==> src/rtl/sp_pkg.sv <==
// Shared types and constants for the shortest-path engine memories.
// Used by the SRAM port arbiter and its read-tag pipeline.
package sp_pkg;

    localparam int D_WIDTH  = 8;
    localparam int A_WIDTH  = 13;
    localparam int MAX      = 8192;
    localparam int SIZE_ROW = 4;

    localparam logic [7:0] Start = 8'h08;
    localparam logic [7:0] Right = 8'h09;
    localparam logic [7:0] Down  = 8'h0A;

    typedef enum logic [1:0] {
        IDLE = 2'd0,
        OWN0 = 2'd1,
        OWN1 = 2'd2
    } arb_state_t;

    typedef struct packed {
        logic valid;
        logic owner;
    } rd_tag_t;

endpackage

==> src/rtl/sram_arb_tagpipe.sv <==
// Read-tag shift register: one stage per SRAM read-latency cycle plus the
// address register stage; the last stage lines up with valid S_In.
module sram_arb_tagpipe
    import sp_pkg::*;
#(
    parameter int RD_LAT = 2
) (
    input  logic    clk_i,
    input  logic    rst_ni,
    input  rd_tag_t push_i,
    output logic    rvalid0_o,
    output logic    rvalid1_o
);

    rd_tag_t [RD_LAT:0] tag_q;
    rd_tag_t [RD_LAT:0] tag_d;

    always_comb begin
        tag_d    = tag_q;
        tag_d[0] = push_i;
        for (int i = 1; i <= RD_LAT; i++) begin
            tag_d[i] = tag_q[i-1];
        end
    end

    always_ff @(posedge clk_i or negedge rst_ni) begin
        if (!rst_ni) begin
            tag_q <= '0;
        end else begin
            tag_q <= tag_d;
        end
    end

    assign rvalid0_o = tag_q[RD_LAT].valid & ~tag_q[RD_LAT].owner;
    assign rvalid1_o = tag_q[RD_LAT].valid &  tag_q[RD_LAT].owner;

endmodule

==> src/rtl/sram_port_arbiter.sv <==
// Two-requester arbiter/sequencer for one single-port grid SRAM.
// Define SRAM_ARB_RR_EN for round-robin ties; default is fixed priority (0 wins).
module sram_port_arbiter #(
    parameter int D_WIDTH = sp_pkg::D_WIDTH,
    parameter int A_WIDTH = sp_pkg::A_WIDTH,
    parameter int RD_LAT  = 2
) (
    input  logic               Clk,
    input  logic               Rst,
    input  logic               Req0,
    input  logic               Req1,
    input  logic               Rw0,
    input  logic               Rw1,
    input  logic [A_WIDTH-1:0] Addr0,
    input  logic [A_WIDTH-1:0] Addr1,
    input  logic [D_WIDTH-1:0] WData0,
    input  logic [D_WIDTH-1:0] WData1,
    input  logic               Lock0,
    input  logic               Lock1,
    output logic               Gnt0,
    output logic               Gnt1,
    output logic [D_WIDTH-1:0] RData0,
    output logic [D_WIDTH-1:0] RData1,
    output logic               RValid0,
    output logic               RValid1,
    output logic               S_En,
    output logic               S_Rw,
    output logic [A_WIDTH-1:0] S_Addr,
    output logic [D_WIDTH-1:0] S_Out,
    input  logic [D_WIDTH-1:0] S_In
);

    import sp_pkg::*;

    arb_state_t state_q;
    arb_state_t state_d;

    logic               gnt0;
    logic               gnt1;
    logic               gnt_any;
    logic               win1;
    logic               g_rw;
    logic [A_WIDTH-1:0] g_addr;
    logic [D_WIDTH-1:0] g_wdata;
    rd_tag_t            push;
    logic               rv0;
    logic               rv1;

    logic               s_en_q;
    logic               s_rw_q;
    logic [A_WIDTH-1:0] s_addr_q;
    logic [D_WIDTH-1:0] s_out_q;
    logic [D_WIDTH-1:0] rdata0_q;
    logic [D_WIDTH-1:0] rdata1_q;
    logic               rvalid0_q;
    logic               rvalid1_q;

`ifdef SRAM_ARB_RR_EN
    // Index of the requester granted most recently; the other one wins ties.
    logic last_q;

    always_ff @(posedge Clk or negedge Rst) begin
        if (!Rst) begin
            last_q <= 1'b1;
        end else if (gnt_any) begin
            last_q <= gnt1;
        end
    end

    assign win1 = ~last_q;
`else
    assign win1 = 1'b0;
`endif

    always_ff @(posedge Clk or negedge Rst) begin
        if (!Rst) begin
            state_q <= IDLE;
        end else begin
            state_q <= state_d;
        end
    end

    always_comb begin
        state_d = state_q;
        case (state_q)
            IDLE: begin
                if (gnt0 && Lock0) begin
                    state_d = OWN0;
                end else if (gnt1 && Lock1) begin
                    state_d = OWN1;
                end
            end
            OWN0: begin
                if (!Lock0) state_d = IDLE;
            end
            OWN1: begin
                if (!Lock1) state_d = IDLE;
            end
            default: state_d = IDLE;
        endcase
    end

    always_comb begin
        gnt0 = 1'b0;
        gnt1 = 1'b0;
        if (Rst) begin
            case (state_q)
                OWN0: gnt0 = Req0;
                OWN1: gnt1 = Req1;
                default: begin
                    gnt0 = Req0 & ~(Req1 & win1);
                    gnt1 = Req1 & ~(Req0 & ~win1);
                end
            endcase
        end
    end

    assign gnt_any = gnt0 | gnt1;
    assign g_rw    = gnt1 ? Rw1    : Rw0;
    assign g_addr  = gnt1 ? Addr1  : Addr0;
    assign g_wdata = gnt1 ? WData1 : WData0;

    assign push.valid = gnt_any & ~g_rw;
    assign push.owner = gnt1;

    always_ff @(posedge Clk or negedge Rst) begin
        if (!Rst) begin
            s_en_q   <= 1'b0;
            s_rw_q   <= 1'b0;
            s_addr_q <= '0;
            s_out_q  <= '0;
        end else begin
            s_en_q <= gnt_any;
            s_rw_q <= gnt_any & g_rw;
            if (gnt_any) begin
                s_addr_q <= g_addr;
                s_out_q  <= g_wdata;
            end
        end
    end

    sram_arb_tagpipe #(
        .RD_LAT(RD_LAT)
    ) u_tagpipe (
        .clk_i    (Clk),
        .rst_ni   (Rst),
        .push_i   (push),
        .rvalid0_o(rv0),
        .rvalid1_o(rv1)
    );

    always_ff @(posedge Clk or negedge Rst) begin
        if (!Rst) begin
            rdata0_q  <= '0;
            rdata1_q  <= '0;
            rvalid0_q <= 1'b0;
            rvalid1_q <= 1'b0;
        end else begin
            rvalid0_q <= rv0;
            rvalid1_q <= rv1;
            if (rv0) rdata0_q <= S_In;
            if (rv1) rdata1_q <= S_In;
        end
    end

    assign Gnt0    = gnt0;
    assign Gnt1    = gnt1;
    assign S_En    = s_en_q;
    assign S_Rw    = s_rw_q;
    assign S_Addr  = s_addr_q;
    assign S_Out   = s_out_q;
    assign RData0  = rdata0_q;
    assign RData1  = rdata1_q;
    assign RValid0 = rvalid0_q;
    assign RValid1 = rvalid1_q;

endmodule
==> config.mk <==
export PLATFORM = sky130hd
export DESIGN_NAME = sram_port_arbiter
export DESIGN_NICKNAME = d
export VERILOG_FILES = /design/src/rtl/sp_pkg.sv /design/src/rtl/sram_arb_tagpipe.sv /design/src/rtl/sram_port_arbiter.sv
export SDC_FILE = /design/constraint.sdc
export NUM_CORES = 1
export LEC_CHECK = 0
export BUFFER_PORTS_ARGS = -buffer_cell sky130_fd_sc_hd__buf_4
export CAP_MARGIN = 20
export CORE_MARGIN = 2
export CORE_UTILIZATION = 43
export CTS_CLUSTER_SIZE = 28
export DETAILED_ROUTE_END_ITERATION = 10
export GPL_TIMING_DRIVEN = 0
export MAX_ROUTING_LAYER = met4
export PLACE_DENSITY = 0.78
export SLEW_MARGIN = 20
export SYNTH_ARGS = -nofsm -noshare
export SYNTH_HDL_FRONTEND = slang
export SYNTH_SLANG_ARGS = --single-unit
==> constraint.sdc <==
create_clock -name Clk -period 1.65 [get_ports Clk]
set_input_delay 0.33 -clock Clk [delete_from_list [all_inputs] [get_ports Clk]]
set_output_delay 0.33 -clock Clk [all_outputs]
set_load 0.005 [all_outputs]
==> results.md <==
- Outcome: finished, violations left
- Failing checks: hold timing, setup timing
- Max-capacitance violation count: 0
- Congestion Overflow GR: 0
- Clock net sink count: 49
- #FFs+latches synth: 49
- Remaining antenna violation count: 0
- Detailed-route via count: 2,030
- DR WL/cell: 15.5 um
- Global-route wire length before repair: 9.38 mm
- Synth top cells by count: 49 x dfrtp_1, 44 x nand2_1, 22 x o2111ai_1
- Cell count after synthesis: 195
- Total negative slack: -0.460 ns
- Syn avg cell area: 11.9 um^2
- CTS tree: built
- Worst hold margin: -0.0299 ns
- Lkg Pwr: 1.67 nW
- Sequential share of the synthesized area: 52.9%
- CP max stage cell: dfrtp_1
- H-tree depth: 2
- Top cell type's share of synthesized area: 52.9%
- Post-synthesis compound-gate area fraction: 22.1%
- Post-synth cell types: 28
- Post-synth net total: 256
- Largest net degree at the start of global routing: 51
- Crit path cell chain: inv_2 > ha_4 > and2_4 > o211a_4 > buf_8 > buf_6
- Core area: 5140 um^2
- Residual DRC: 0
- Root buf cell: clkbuf_8
- VDD IR max: 769 uV
- Clk pwr share: 18.8%
- NetSw: 1.44 mW
- Max Freq: 516 MHz
- Yosys Warn Count: 0
- Async set-reset flop share out of synthesis: 100%
- Placed insts: 365
- Syn Std Cell Area: 2320 um^2
- Worst Setup Start Kind: flip-flop
- Tcrit/Tclk final: 117%
- RSZ-0062 raised after global routing: true
- Minimum clock period after layout: 1.94 ns
- Die Width: 77.4 um
- Die Span Y: 77.4 um
- Top post-synthesis cells by area: dfrtp_1 53%, o211ai_2 9.7%, o2111ai_1 8.3%
- Max Transition Viols Final: 0
- Critical path fanouts, max: 3
- Drt total wl: 5.88 mm
- First-pass DRT Iterations: 4
- Vias per cell: 5.36
- Most used DFF post-synth: dfrtp_1
- All-Layer GR Usage: 20.0%
- Worst Path Required: 1.32 ns
- Most frequent cell after synthesis: dfrtp_1
- Die area: 5990 um^2
- Starting Density: 45.1%
- Number of diodes: 0
- CTS Buffer Depth: 2
- Arrival time worst endpoint: 1.61 ns
- IO Pins: 101
- Multiplexer share of the synthesized area: 7.78%
- Fin. Hold Viols: 49
- Largest family of logic cells by synthesized area: compound AO/OA/AOI/OAI gates
- Max Clock Skew: 0.00800 ns
- Util after Layout: 68.7%
- Vias in the first global route: 1,974
- Post-DP HPWL: 4.15 mm
- Layout Cells excl Fill: 379
- Latest clock arrival within the worst-skew pair: 0.29 ns
- Pwr per Cell Area: 1320 nW/um^2
- CTS Buf Count: 5
- Internal Power: 3.24 mW
- Tightest Pin Transition: 0.729 ns
- Post-Synth Adder-Cell Area: 1.62%
- Fin nets: 369
- Worst setup EP type: output port
- RD Place Congestion: 0.836
- Post-Synth XOR/XNOR Area: 0%
- Flop pwr share: 39.6%
- Layout cell share with drive strength beyond 1: 58.3%
- I/O Buffers: 100
- CTS clk-pin slew, worst paths: 0.09 ns
- # rows: 26
- Iter 0 DRT Violations: 93
- Crit path kind: reg -> out
- Setup ws final: -0.287 ns
- Logic gate share of total power: 41.7%
- Slowest stage delay, CP: 0.40 ns
- Hold crit path type: in -> async
- Number of enable flip-flop cells after synthesis: 0
- Slew margin rel.: 51.4%
- Setup violations, final: 2
- Initial antenna violation count: 0
- Area growth from synthesis to layout: 52.5%
- Cell taking the most area after synthesis: dfrtp_1
- Post-Synth Simple-Gate Area: 10.4%
- Switching power share of the total: 30.8%
## cell type report
cell class / instances / area [um^2]
Buffer: 16 / 130
Clock buffer: 7 / 86.3
Clock inverter: 1 / 30.0
Fill cell: 417 / 1610
Inverter: 6 / 27.5
Multi-Input combinational cell: 123 / 1130
Sequential cell: 49 / 1230
Tap cell: 70 / 87.6
Timing Repair Buffer: 107 / 811
## power groups by stage
stage / sequential [mW] / clock [mW] / combinational [mW]
finish: 1.85 / 0.878 / 1.95
global route: 1.91 / 0.952 / 2.10
CTS: 1.85 / 0.899 / 1.86
detailed placement: 1.88 / 0 / 1.77
global placement: 1.87 / 0 / 1.72
floorplan: 1.90 / 0 / 0.796
## state kept, by name, indices dropped and copies added, names as in the netlist
name	count
S_Addr	13
S_Out	8
RValid1	1
u_tagpipe.tag_q	2
u_tagpipe.tag_d	4
RData1	8
state_q	2
S_Rw	1
S_En	1
RValid0	1
RData0	8
## routing by layer
metal	track usage, %	wire length (um)
met5	-	0
met4	5.89	128
met3	4.42	424
met2	32.3	2880
met1	25.3	2440
## critical path, delay by kind of cell, from the launching register on
kind            cells  cell delay, ns
fa+ha+maj           1            0.22
buf+inv             3            0.30
simple gates        1            0.15
compound gates      1            0.24
flops               1            0.40
## through the flow
step	power (mW)	worst slack [ns]	cell area (um^2)
floorplan	2.69	0.0264	2330
global placement	3.58	-0.490	3170
detailed placement	3.65	-0.502	3170
CTS	4.61	-0.308	3390
global route	4.96	-0.329	3530
finish	4.68	-0.287	3530
## worst paths after layout
kind / startpoint / slack, ns / cells past startpoint / endpoint
min in group Clk: Rw0 / 0.20 / 2 / u_tagpipe.tag_d[3]
worst min-delay path: Rst / -0.03 / 1 / S_Addr[2]
max in group asynchronous: Rst / 1.35 / 1 / u_tagpipe.tag_q[4]
worst max register to register: state_q[1] / 0 / 7 / S_Out[6]
worst min register to register: u_tagpipe.tag_d[5] / 0.35 / 0 / u_tagpipe.tag_q[5]
worst max-delay path: state_q[1] / -0.29 / 6 / Gnt1
## layout by cell type (no fill, tap or decap), types with 2 or more instances in the layout
master and n:
mux2_2 8, buf_2 3, mux2_1 8, nand2b_1 2
buf_6 4, o2111ai_1 5, o211ai_2 18, nand2_1 44
clkbuf_8 6, dfrtp_1 49, a22o_1 2, buf_8 2
buf_4 106, inv_2 2, o2111ai_2 14, inv_1 3
clkbuf_2 4, o211ai_1 3, o2111ai_4 3, clkbuf_1 3
## cells by family after synthesis
group                    count (synthesis)
AO/OA/AOI/OAI                           50
adder cells (fa/ha/maj)                  3
buffers and inverters                   23
flip-flops                              49
multiplexers                            16
AND/OR/NAND/NOR                         54
## what timing repair did
item / 4_1_cts / 5_1_grt
pin swaps: 2 / 3
hold endpoints to repair: 49 / 32
endpoints found under the setup margin: 23 / 23
resized for setup: 18 / 30
setup buffers: 6 / 1
No activity file was read; power rests on OpenSTA's default activity.
